File: src/rtl/down_timer_pkg.sv
// ============================================================================
//  Module   : down_timer_pkg
//  Brief    : Shared types and constants for the loadable down-counting timer.
//  Revision : 1.0 - initial release
// ============================================================================
`default_nettype none

package down_timer_pkg;

  // Default counter width; the maximum load at this width is 31.
  localparam int DOWN_TIMER_WIDTH_DEFAULT = 5;

  // Timer state encoding, explicitly two bits wide.
  typedef enum logic [1:0] {
    IDLE = 2'b00,
    RUN  = 2'b01,
    DONE = 2'b10
  } down_timer_state_t;

endpackage : down_timer_pkg

`default_nettype wire

File: src/rtl/down_timer.sv
// ============================================================================
//  Module   : down_timer
//  Brief    : Loadable down-counting timer with load/busy/done handshake,
//             pause via enable and abort. A load arms the timer; each enabled
//             cycle in RUN decrements the count and a one-cycle done pulse is
//             raised when the count reaches zero.
//  Options  : DOWN_TIMER_AUTO_RELOAD_EN - when defined, DONE re-enters RUN
//             with the last loaded value (periodic done). When undefined,
//             DONE always returns to IDLE and no reload register exists.
//  Revision : 1.0 - initial release
// ============================================================================
`default_nettype none

module down_timer
  import down_timer_pkg::*;
#(
  parameter int WIDTH = DOWN_TIMER_WIDTH_DEFAULT
) (
  input  logic             clk,
  input  logic             rstn,
  input  logic             load,
  input  logic [WIDTH-1:0] load_val,
  input  logic             enable,
  input  logic             abort,
  output logic [WIDTH-1:0] count,
  output logic             busy,
  output logic             done
);

  localparam logic [WIDTH-1:0] C_ZERO = '0;
  localparam logic [WIDTH-1:0] C_ONE  = WIDTH'(1);

  down_timer_state_t state_q, state_d;
  logic [WIDTH-1:0]  count_q, count_d;

`ifdef DOWN_TIMER_AUTO_RELOAD_EN
  logic [WIDTH-1:0]  reload_q, reload_d;
`endif

  // State, count and (optional) reload registers with synchronous active-low reset.
  always_ff @(posedge clk) begin
    if (!rstn) begin
      state_q  <= IDLE;
      count_q  <= C_ZERO;
`ifdef DOWN_TIMER_AUTO_RELOAD_EN
      reload_q <= C_ZERO;
`endif
    end else begin
      state_q  <= state_d;
      count_q  <= count_d;
`ifdef DOWN_TIMER_AUTO_RELOAD_EN
      reload_q <= reload_d;
`endif
    end
  end

  // Next-state / next-count: abort beats load, load beats the countdown.
  always_comb begin
    state_d  = state_q;
    count_d  = count_q;
`ifdef DOWN_TIMER_AUTO_RELOAD_EN
    reload_d = reload_q;
`endif

    if (abort) begin
      state_d = IDLE;
      count_d = C_ZERO;
    end else if (load) begin
      count_d = load_val;
`ifdef DOWN_TIMER_AUTO_RELOAD_EN
      reload_d = load_val;
`endif
      // A zero load has nothing to count, so it terminates immediately.
      state_d = (load_val != C_ZERO) ? RUN : DONE;
    end else begin
      unique case (state_q)
        IDLE: begin
          state_d = IDLE;
        end
        RUN: begin
          if (enable) begin
            if (count_q == C_ONE) begin
              count_d = C_ZERO;
              state_d = DONE;
            end else if (count_q != C_ZERO) begin
              count_d = count_q - C_ONE;
            end else begin
              // Unreachable in normal operation; never wrap below zero.
              count_d = C_ZERO;
              state_d = DONE;
            end
          end
        end
        DONE: begin
`ifdef DOWN_TIMER_AUTO_RELOAD_EN
          if (reload_q != C_ZERO) begin
            state_d = RUN;
            count_d = reload_q;
          end else begin
            state_d = IDLE;
          end
`else
          state_d = IDLE;
`endif
        end
        default: begin
          state_d = IDLE;
          count_d = C_ZERO;
        end
      endcase
    end
  end

  // Outputs are decodes of registered state only: no input-to-output path.
  always_comb begin
    count = count_q;
    busy  = (state_q == RUN);
    done  = (state_q == DONE);
  end

endmodule : down_timer

`default_nettype wire

File: config.mk
export PLATFORM = sky130hd
export DESIGN_NAME = down_timer
export DESIGN_NICKNAME = d
export VERILOG_FILES = /design/src/rtl/down_timer_pkg.sv /design/src/rtl/down_timer.sv
export SDC_FILE = /design/constraint.sdc
export NUM_CORES = 1
export LEC_CHECK = 0
export BUFFER_PORTS_ARGS = -buffer_cell sky130_fd_sc_hd__buf_2
export CORE_AREA = 4 4 41 43
export DETAILED_ROUTE_END_ITERATION = 10
export DIE_AREA = 0 0 45 47
export SETUP_SLACK_MARGIN = 0.4
export SLEW_MARGIN = 30
export SYNTH_ARGS = -nofsm -noshare
export SYNTH_HDL_FRONTEND = slang
export SYNTH_SLANG_ARGS = --single-unit
File: constraint.sdc
create_clock -name clk -period 2.2 [get_ports clk]
set_input_delay 0.11 -clock clk [delete_from_list [all_inputs] [get_ports clk]]
set_output_delay 0.11 -clock clk [all_outputs]
set_load 0.005 [all_outputs]
==> Yosys cells after proc, flatten, opt, wreduce, memory -nomap -nowiden <==
Cells that the tools add are included.
{ "classes": {"addsub": 1, "eq_ne": 6, "n_mux": 11, "bitwise_logic": 1, "n_reduce_logical": 7} }
{ "ops": {"columns": ["cell", "count"], "rows": [
  ["$mux W5", 4],
  ["$mux W2", 6],
  ["$pmux W5 S2", 1],
  ["$reduce_bool A5 Y1", 2],
  ["$eq A5 B1 Y1 const B", 1],
  ["$sub A5 B1 Y5 const B", 1],
  ["$ne A4 B4 Y1 const B", 1],
  ["$reduce_and A2 Y1", 2],
  ["$reduce_or A2 Y1", 2],
  ["$ne A3 B3 Y1 const B", 1],
  ["$eq A2 B1 Y1 const B", 1],
  ["$eq A2 B2 Y1 const B", 1],
  ["$logic_not A2 Y1", 1],
  ["$ne A2 B1 Y1 const B", 1],
  ["$not A1 Y1", 1]
]} }
{ "totals": {"register_bits": 7, "input_bits": 10, "out_inout_bits": 7, "elab_cells": 28} }

==> Depth between registers and ports, before layout <==
Gate-level depths: netlist (run 1).
{ "depth": {"depth_word": 6, "mapped_depth": 6, "ltp_nobuf": 6} }

==> Worst setup path after synthesis (run 1) <==
Ideal clock, no wire load.
{ "synth_timing": {"kind": "register to register", "startpoint": "register count_q[0] (netlist: count[0])", "endpoint": "register count_q[4] (netlist: count[4])", "setup_ns": 0.116, "arrival_time_ns": 1.217, "required_ns": 2.084, "slack_ns": 0.866, "stages_incl_launch_ff": 6, "path_buffers": 0, "period_less_slack_ns": 1.334, "cell_sequence": "dfxtp_1 ha_1 nor2_1 o41ai_2 o22ai_1 o211a_1"} }
{ "synth_via": {"elab_chain_cells": 6, "word_cells_on_any_way": 8, "classes_between": "add/sub (1); eq/ne (1); mux (5); reduce/logical (1)"} }
{ "synth_lines": {"columns": ["item", "line_no", "rtl"], "rows": [
  ["start, declared", "down_timer.sv:34", "logic [WIDTH-1:0] count_q, count_d;"],
  ["start signal, assigned", "down_timer.sv:50", "count_q <= count_d;"],
  ["$sub A5 B1 Y5 / $reduce_bool A5 Y1 (equally long branches)", "down_timer.sv:86, down_timer.sv:85", null],
  ["$mux W5", "down_timer.sv:85", "end else if (count_q != C_ZERO) begin"],
  ["$mux W5 *", "down_timer.sv:82", "if (count_q == C_ONE) begin"],
  ["$mux W5 *", "down_timer.sv:81", "if (enable) begin"],
  ["$pmux W5 S2 *", "down_timer.sv:76", "unique case (state_q)"],
  ["$mux W5 *", "down_timer.sv:68", "end else if (load) begin"]
]} }
Mark *: on every way between the ends. The rest lies on a longest branch, timed or not. The select of a mux whose other input is x is not followed.
A chain may end at the register's enable or synchronous reset.

==> Worst setup path in the final report (run 1) <==
Same ends and word-level chain as after synthesis.

==> results of run 1 <==
-- final cells by class --
type / instances / area (um^2) / area share
tap: 15 / 18.8 / 0.0325
timing repair buffer: 16 / 80.1 / 0.139
multi-input combinational: 40 / 305 / 0.528
sequential: 7 / 140 / 0.242
inverter: 2 / 7.51 / 0.0130
clock buffer: 4 / 26.3 / 0.0455
-- kinds of logic (layout without fill, tap and decap cells) --
kind of cell             count (synthesis)  in the layout  share of synthesized area
AND/OR/NAND/NOR                         18             18                      0.241
AO/OA/AOI/OAI                           16             16                      0.288
flip-flops                               7              7                      0.307
adder cells (fa/ha/maj)                  3              3                     0.0822
XOR/XNOR                                 3              3                     0.0575
buffers and inverters                    3             22                     0.0247
-- metrics by stage --
step | area (um^2) | hold WS (ns) | std cells
6_report | 578 | 0.161 | 84
5_1_grt | 578 | 0.200 | 84
4_1_cts | 578 | 0.158 | 84
3_5_place_dp | 552 | 0.421 | 80
3_3_place_gp | 552 | 0.410 | 80
2_1_floorplan | 457 | 0.283 | 50
-- state kept, by name (all words and copies together), names as in the netlist --
register  flops
count         5
state_q       2
-- path summary, 6_finish.rpt --
path | startpoint | to | depth (start not counted) | slack [ns]
setup / recovery | count[0]$_SDFFE_PP0P_ | count[4]$_SDFFE_PP0P_ | 5 | 0.75
hold / removal | enable | state_q[1]$_SDFFE_PP0P_ | 3 | 0.16
setup reg to reg | count[0]$_SDFFE_PP0P_ | count[4]$_SDFFE_PP0P_ | 5 | 0.75
hold reg to reg | count[1]$_SDFFE_PP0P_ | count[1]$_SDFFE_PP0P_ | 1 | 0.55
-- metal layers --
layer | global-route usage | share of wire | vias to the layer above
li1 | - | - | 224
met1 | 0.146 | 0.47 | 183
met2 | 0.164 | 0.43 | 16
met3 | 0.0307 | 0.091 | 2
met5 | 0 | 0 | -
met4 | 0.105 | 0.0092 | 0
-- critical path, cell delays in order, from the launching register on --
cell and delay [ns]:
dfxtp_1 0.41, ha_1 0.18, nor2_1 0.06, o41ai_2 0.39, o22ai_1 0.16, o211a_1 0.14
-- where the power goes --
group	total, W	leakage (nW)	switching (W)	internal [W]
Sequential	0.000141	0.0573	0.00000795	0.000133
Combinational	0.0000604	0.226	0.0000289	0.0000315
Clock	0.000112	0.0150	0.0000429	0.0000689
-- layout by cell type (no fill, tap or decap) --
master and n:
a21bo_2 1, a21boi_0 1, a31oi_1 1, buf_2 16, clkbuf_1 1, clkbuf_4 3, dfxtp_1 7, ha_1 3
inv_1 2, nand2_1 1, nand2b_1 1, nor2_1 3, nor2b_1 8, nor3_1 1, nor3b_1 1, nor3b_2 1
nor4_1 1, o211a_1 5, o21ai_0 2, o22ai_1 5, o41ai_2 1, or4_1 1, xnor2_1 3
==> impl_results.md, run 1 <==
- Status: finished clean
- Max-capacitance violation count: 0
- Syn-to-layout area delta: 26.6%
- WS Path Type: flip-flop to flip-flop
- Seq cells post-synth: 7
- Dominant synthesized flop cell: dfxtp_1
- Final Util: 0.444
- Final worst slack: around 0.75 ns
- Post-CTS Setup Inserts: 0
- Synthesized area: roughly 460 um^2
- Pwr/cell area: between 500 and 600 nW/um^2
- Yosys warning total: 0
- Post-CTS Hold Buffers: 0
- CP startpoint kind: flip-flop
- Post-synth top area share: 0.307
- Post-synth top cells: nor2b_1 (8), dfxtp_1 (7), o211a_1 (5), o22ai_1 (5)
- Post-Syn Area per Cell: roughly 9 um^2
- Via-to-Cell Ratio: 5.06
- Final ANT Viol Nets: 0
- First-pass GRT wire length: between 1500 and 2000 um
- All-layer global routing usage: 0.117
- Count leader, synth: nor2b_1
- Leak Pwr: between 0.2 and 0.3 nW
- CTS tree: done
- Register area share after synthesis: 0.307
- DRT iter0 DRCs: 6
- Syn Nets: between 60 and 70
- WL per Instance: ~12 um
- Clk_skew: 0.000889 ns
- EDFF count, synth: 0
- Cell taking the most area after synthesis: dfxtp_1
- Crit. End Element: flip-flop
- Largest net degree at the start of global routing: 11
- First drt pass iteration count: 4
- Row cnt: 13
- I/O Pins: 17
- Max Clk Rate: approximately 700 MHz
- WL final: 978 um
- Measured slew at the worst slew-check pin: about 0.47 ns
- CTS root buf: clkbuf_4
- Vias: 425
- Core Region: 1300 um^2
- Hpwl dp: between 700 and 800 um
- Vert. Die Dim: 47 um
- Post-synth ARST share: 0
- Port Buffers: 16
- Initial antenna violation count: 0
- Period minus WS final: 1.45 ns
- Period utilization: 0.658
- HP Class: primary input to flip-flop
- Vias in the first global route: around 420
- Placer Congestion: roughly 0.8
- Final Hold Viols: 0
- Synth area leaders: dfxtp_1 (31%), nor2b_1 (11%), o211a_1 (11%)
- Worst-skew pair later-pin latency: approximately 0.24 ns
- Arrival time of the worst setup path: between 1.5 and 2 ns
- Total gr overflow: 0
- Total die area: between 2000 and 2500 um^2
- Final Total Pwr: 0.000313 W
- Crit-path max FO: 6
- Sink Count: 7
- RSZ-0062 raised after global routing: no
- Post-placement setup slack: approximately 0.76 ns
- Post_cts resized: 0
- Starting Density: 0.351
- Share of cells above drive strength 1: 0.319
- ANT cells: 0
- Peak supply drop: roughly 0.00024 V
- Slew HR: 0.686
- Total negative slack: 0 ns
- Inserted Clock Buffers: 3
- Longest Clk Path Bufs: 2
- Slew Limit Fails: 0
- Filler cell count: about 150
- Post-synthesis cell count: 50
- Die W: approximately 45 um
- Required @ worst endpoint: ~2.3 ns
- Netlist cell types: 21
- Setup Viol. Count Final: 0
- H-tree Lvls: 1
- Clock-pin slew on the worst setup and hold paths: approximately 0.05 ns
- Nets: 83
- DRC viols: 0
Power figures use the tool's default switching activity.
==> inputs of run 2 (changes only) <==
==> constraint.sdc (replaced) <==
create_clock -name clk -period 1.2 [get_ports clk]
set_input_delay 0.06 -clock clk [delete_from_list [all_inputs] [get_ports clk]]
set_output_delay 0.06 -clock clk [all_outputs]
set_load 0.005 [all_outputs]
==> run 2 against run 1 <==
  * The run now ends with setup timing left
  * Flip-flop and latch count unchanged
  * Register-to-register slack got worse by 0.85 ns
  * Clock-buffer cell count unchanged
  * Combinational power increased to 3.0 times the previous value
  * Final area increased by 36%
  * Via count increased by 10%
  * Utilization increased by 16 points
  * Largest cell class unchanged
  * Largest power group unchanged
  * Routed wire length increased by 29%
==> impl_results.md, run 2 (same netlist as run 1, synthesis figures left out) <==
- First drt pass iteration count: 3 (was 4)
- Max Clk Rate: 768 MHz (was 690 MHz)
- Vias: 469 (was 425)
- Cell internal pwr: 0.000473 W (was 0.000233 W)
- RSZ-0062 raised after global routing: yes (was no)
- Clk_skew: 0.00147 ns (was 0.000889 ns)
- CP max-delay cell: dfxtp_4 (was dfxtp_1)
- Port Buffers: 16 (unchanged)
- HP Start: enable (unchanged)
- WL per Instance: 13.2 um (was 11.6 um)
- Clock power frac: 0.339 (was 0.357)
- Required @ worst endpoint: 1.35 ns (was 2.34 ns)
- WP buf/inv: 1 (was 0)
- Period utilization: 1.09 (was 0.658)
- Max FFs per register: 5 (unchanged)
- Vias in the first global route: 488 (was 423)
- Worst-case hold slack: 0.110 ns (was 0.161 ns)
- Non-Filler Instances: 96 (was 84)
- WS Path Type: flip-flop to flip-flop (unchanged)
- Row cnt: 13 (unchanged)
- Final Total Pwr: 0.000660 W (was 0.000313 W)
- FF-to-FF End: count[4]$_SDFFE_PP0P_ (unchanged)
- H-tree Lvls: 1 (unchanged)
- I/O Pins: 17 (unchanged)
- DRC viols: 0 (unchanged)
- ANT cells: 0 (unchanged)
- Die W: 45 um (unchanged)
- Slew HR: 0.664 (was 0.686)
- Measured slew at the worst slew-check pin: 0.503 ns (was 0.466 ns)
- Most common cell after layout, fill and taps aside: buf_2 (unchanged)
- Failing checks: setup timing
- Leak Pwr: 0.380 nW (was 0.298 nW)
- Final Hold Viols: 0 (unchanged)
- Placed Cells: 87 (was 80)
- Hpwl dp: 933 um (was 799 um)
- Initial antenna violation count: 0 (unchanged)
- Comb pwr share: 0.273 (was 0.193)
- Max-capacitance violation count: 0 (unchanged)
- Core Region: 1300 um^2 (unchanged)
- Syn-to-layout area delta: 71.8% (was 26.6%)
- Most frequent cells in the layout: buf_2 (13), buf_4 (9), nor2b_1 (7), buf_6 (6) (was buf_2 (16), nor2b_1 (8), dfxtp_1 (7), o22ai_1 (5), o211a_1 (5))
- CP startpoint kind: flip-flop (unchanged)
- Setup Viol. Count Final: 6 (was 0)
- Worst Hold Endpoint: state_q[1]$_SDFFE_PP0P_ (unchanged)
- Share of cells above drive strength 1: 0.617 (was 0.319)
- Longest Clk Path Bufs: 2 (unchanged)
- WL final: 1260 um (was 978 um)
- All-layer global routing usage: 0.139 (was 0.117)
- Via-to-Cell Ratio: 4.89 (was 5.06)
- Placer Congestion: 0.802 (was 0.806)
- Delay-heaviest family, CP: compound AO/OA/AOI/OAI gates (unchanged)
- Largest net degree at the start of global routing: 11 (unchanged)
- Flop pwr share: 0.389 (was 0.450)
- HP Class: primary input to flip-flop (unchanged)
- First-pass GRT wire length: 2020 um (was 1750 um)
- Status: complete, but fails checks (was finished clean)
- Vert. Die Dim: 47 um (unchanged)
- Worst-skew pair later-pin latency: 0.26 ns (was 0.24 ns)
- Crit-path max FO: 5 (was 6)
- Post-CTS Hold Buffers: 0 (unchanged)
- Final worst slack: -0.103 ns (was 0.751 ns)
- Nets: 95 (was 83)
- CTS root buf: clkbuf_4 (unchanged)
- Pwr/cell area: 841 nW/um^2 (was 542 nW/um^2)
- DRT iter0 DRCs: 1 (was 6)
- Crit. End Element: flip-flop (unchanged)
- Sw frac: 0.283 (was 0.255)
- Clock-pin slew on the worst setup and hold paths: 0.06 ns (was 0.05 ns)
- Worst Reg-to-Reg Cells: 6 (was 5)
- Switching power: 0.000187 W (was 0.0000798 W)
- Total die area: 2120 um^2 (unchanged)
- Total negative slack: -0.495 ns (was 0 ns)
- Slew Limit Fails: 0 (unchanged)
- CP max stage delay: 0.36 ns (was 0.41 ns)
- CTS tree: done (unchanged)
- Hold depth: 3 (unchanged)
- Cell chain of the critical path: inv_4 > ha_4 > nor2_4 > o41ai_4 > o22ai_1 > o211a_1 (was ha_1 > nor2_1 > o41ai_2 > o22ai_1 > o211a_1)
- Inserted Clock Buffers: 3 (unchanged)
- Sink Count: 7 (unchanged)
- Final ANT Viol Nets: 0 (unchanged)
- R2r setup slk: -0.10 ns (was 0.75 ns)
- Arrival time of the worst setup path: 1.45 ns (was 1.59 ns)
- Period minus WS final: 1.30 ns (was 1.45 ns)
- Total gr overflow: 0 (unchanged)
- Worst r2r src: count[0]$_SDFFE_PP0P_ (unchanged)
- Starting Density: 0.351 (unchanged)
- Peak supply drop: 0.000580 V (was 0.000242 V)
run 2: cell count changes in the layout (fill, tap and decap cells not counted), moves of 4 or more:
cell	delta
dfxtp_1	-7
dfxtp_2	+4
buf_6	+6
buf_4	+9
run 2: worst max-delay path by stage:
stage,slack [ns],endpoint,from,depth (start not counted)
floorplan,-0.1,count[0]$_SDFFE_PP0P_,count[1]$_SDFFE_PP0P_,6
global placement,-0.13,count[1]$_SDFFE_PP0P_,count[0]$_SDFFE_PP0P_,6
detailed placement,-0.16,count[0]$_SDFFE_PP0P_,count[0]$_SDFFE_PP0P_,6
CTS,-0.10,count[4]$_SDFFE_PP0P_,count[0]$_SDFFE_PP0P_,6
global route,-0.18,count[4]$_SDFFE_PP0P_,count[0]$_SDFFE_PP0P_,6
finish,-0.10,count[4]$_SDFFE_PP0P_,count[0]$_SDFFE_PP0P_,6
run 2: worst register-to-register path: cells and delay by family, from the launching register on:
family / cells / cell delay [ns]
fa+ha+maj: 1 / 0.13
buf+inv: 1 / 0.06
simple gates: 1 / 0.04
compound gates: 3 / 0.60
flops: 1 / 0.36
run 2: power by group through the flow:
stage	logic [W]	clock network, W	registers [W]
2_1_floorplan	0.0000813	0	0.000265
3_3_place_gp	0.000149	0	0.000262
3_5_place_dp	0.000149	0	0.000262
4_1_cts	0.000165	0.000233	0.000258
5_1_grt	0.000197	0.000249	0.000259
6_report	0.000180	0.000223	0.000257
run 2: routing by layer:
metal	part of all wire	vias to the layer above	GRT usage
li1	-	248	-
met4	0.032	0	0.123
met3	0.047	5	0.0268
met1	0.47	203	0.158
met2	0.45	13	0.223
met5	0	-	0
run 2: repair_timing:
action                     in CTS  in global routing
setup endpoints to repair      14                 14
pin swaps                       8                  2
setup buffers                   1                  4
gates resized for setup        13                  7
run 2: area by class of cell:
cell class,count,area [um^2]
sequential,7,156
timing repair buffer,28,200
clock buffer,4,26.3
inverter,2,12.5
fill,120,517
multi-input combinational,40,370
tap,15,18.8
run 2: stage by stage:
step                utilization  setup WS (ns)  area (um^2)
finish                    0.603         -0.103          785
global route              0.603         -0.179          785
CTS                       0.559         -0.105          727
detailed placement        0.502         -0.158          653
global placement          0.502         -0.131          653
floorplan                     -        -0.0973          505
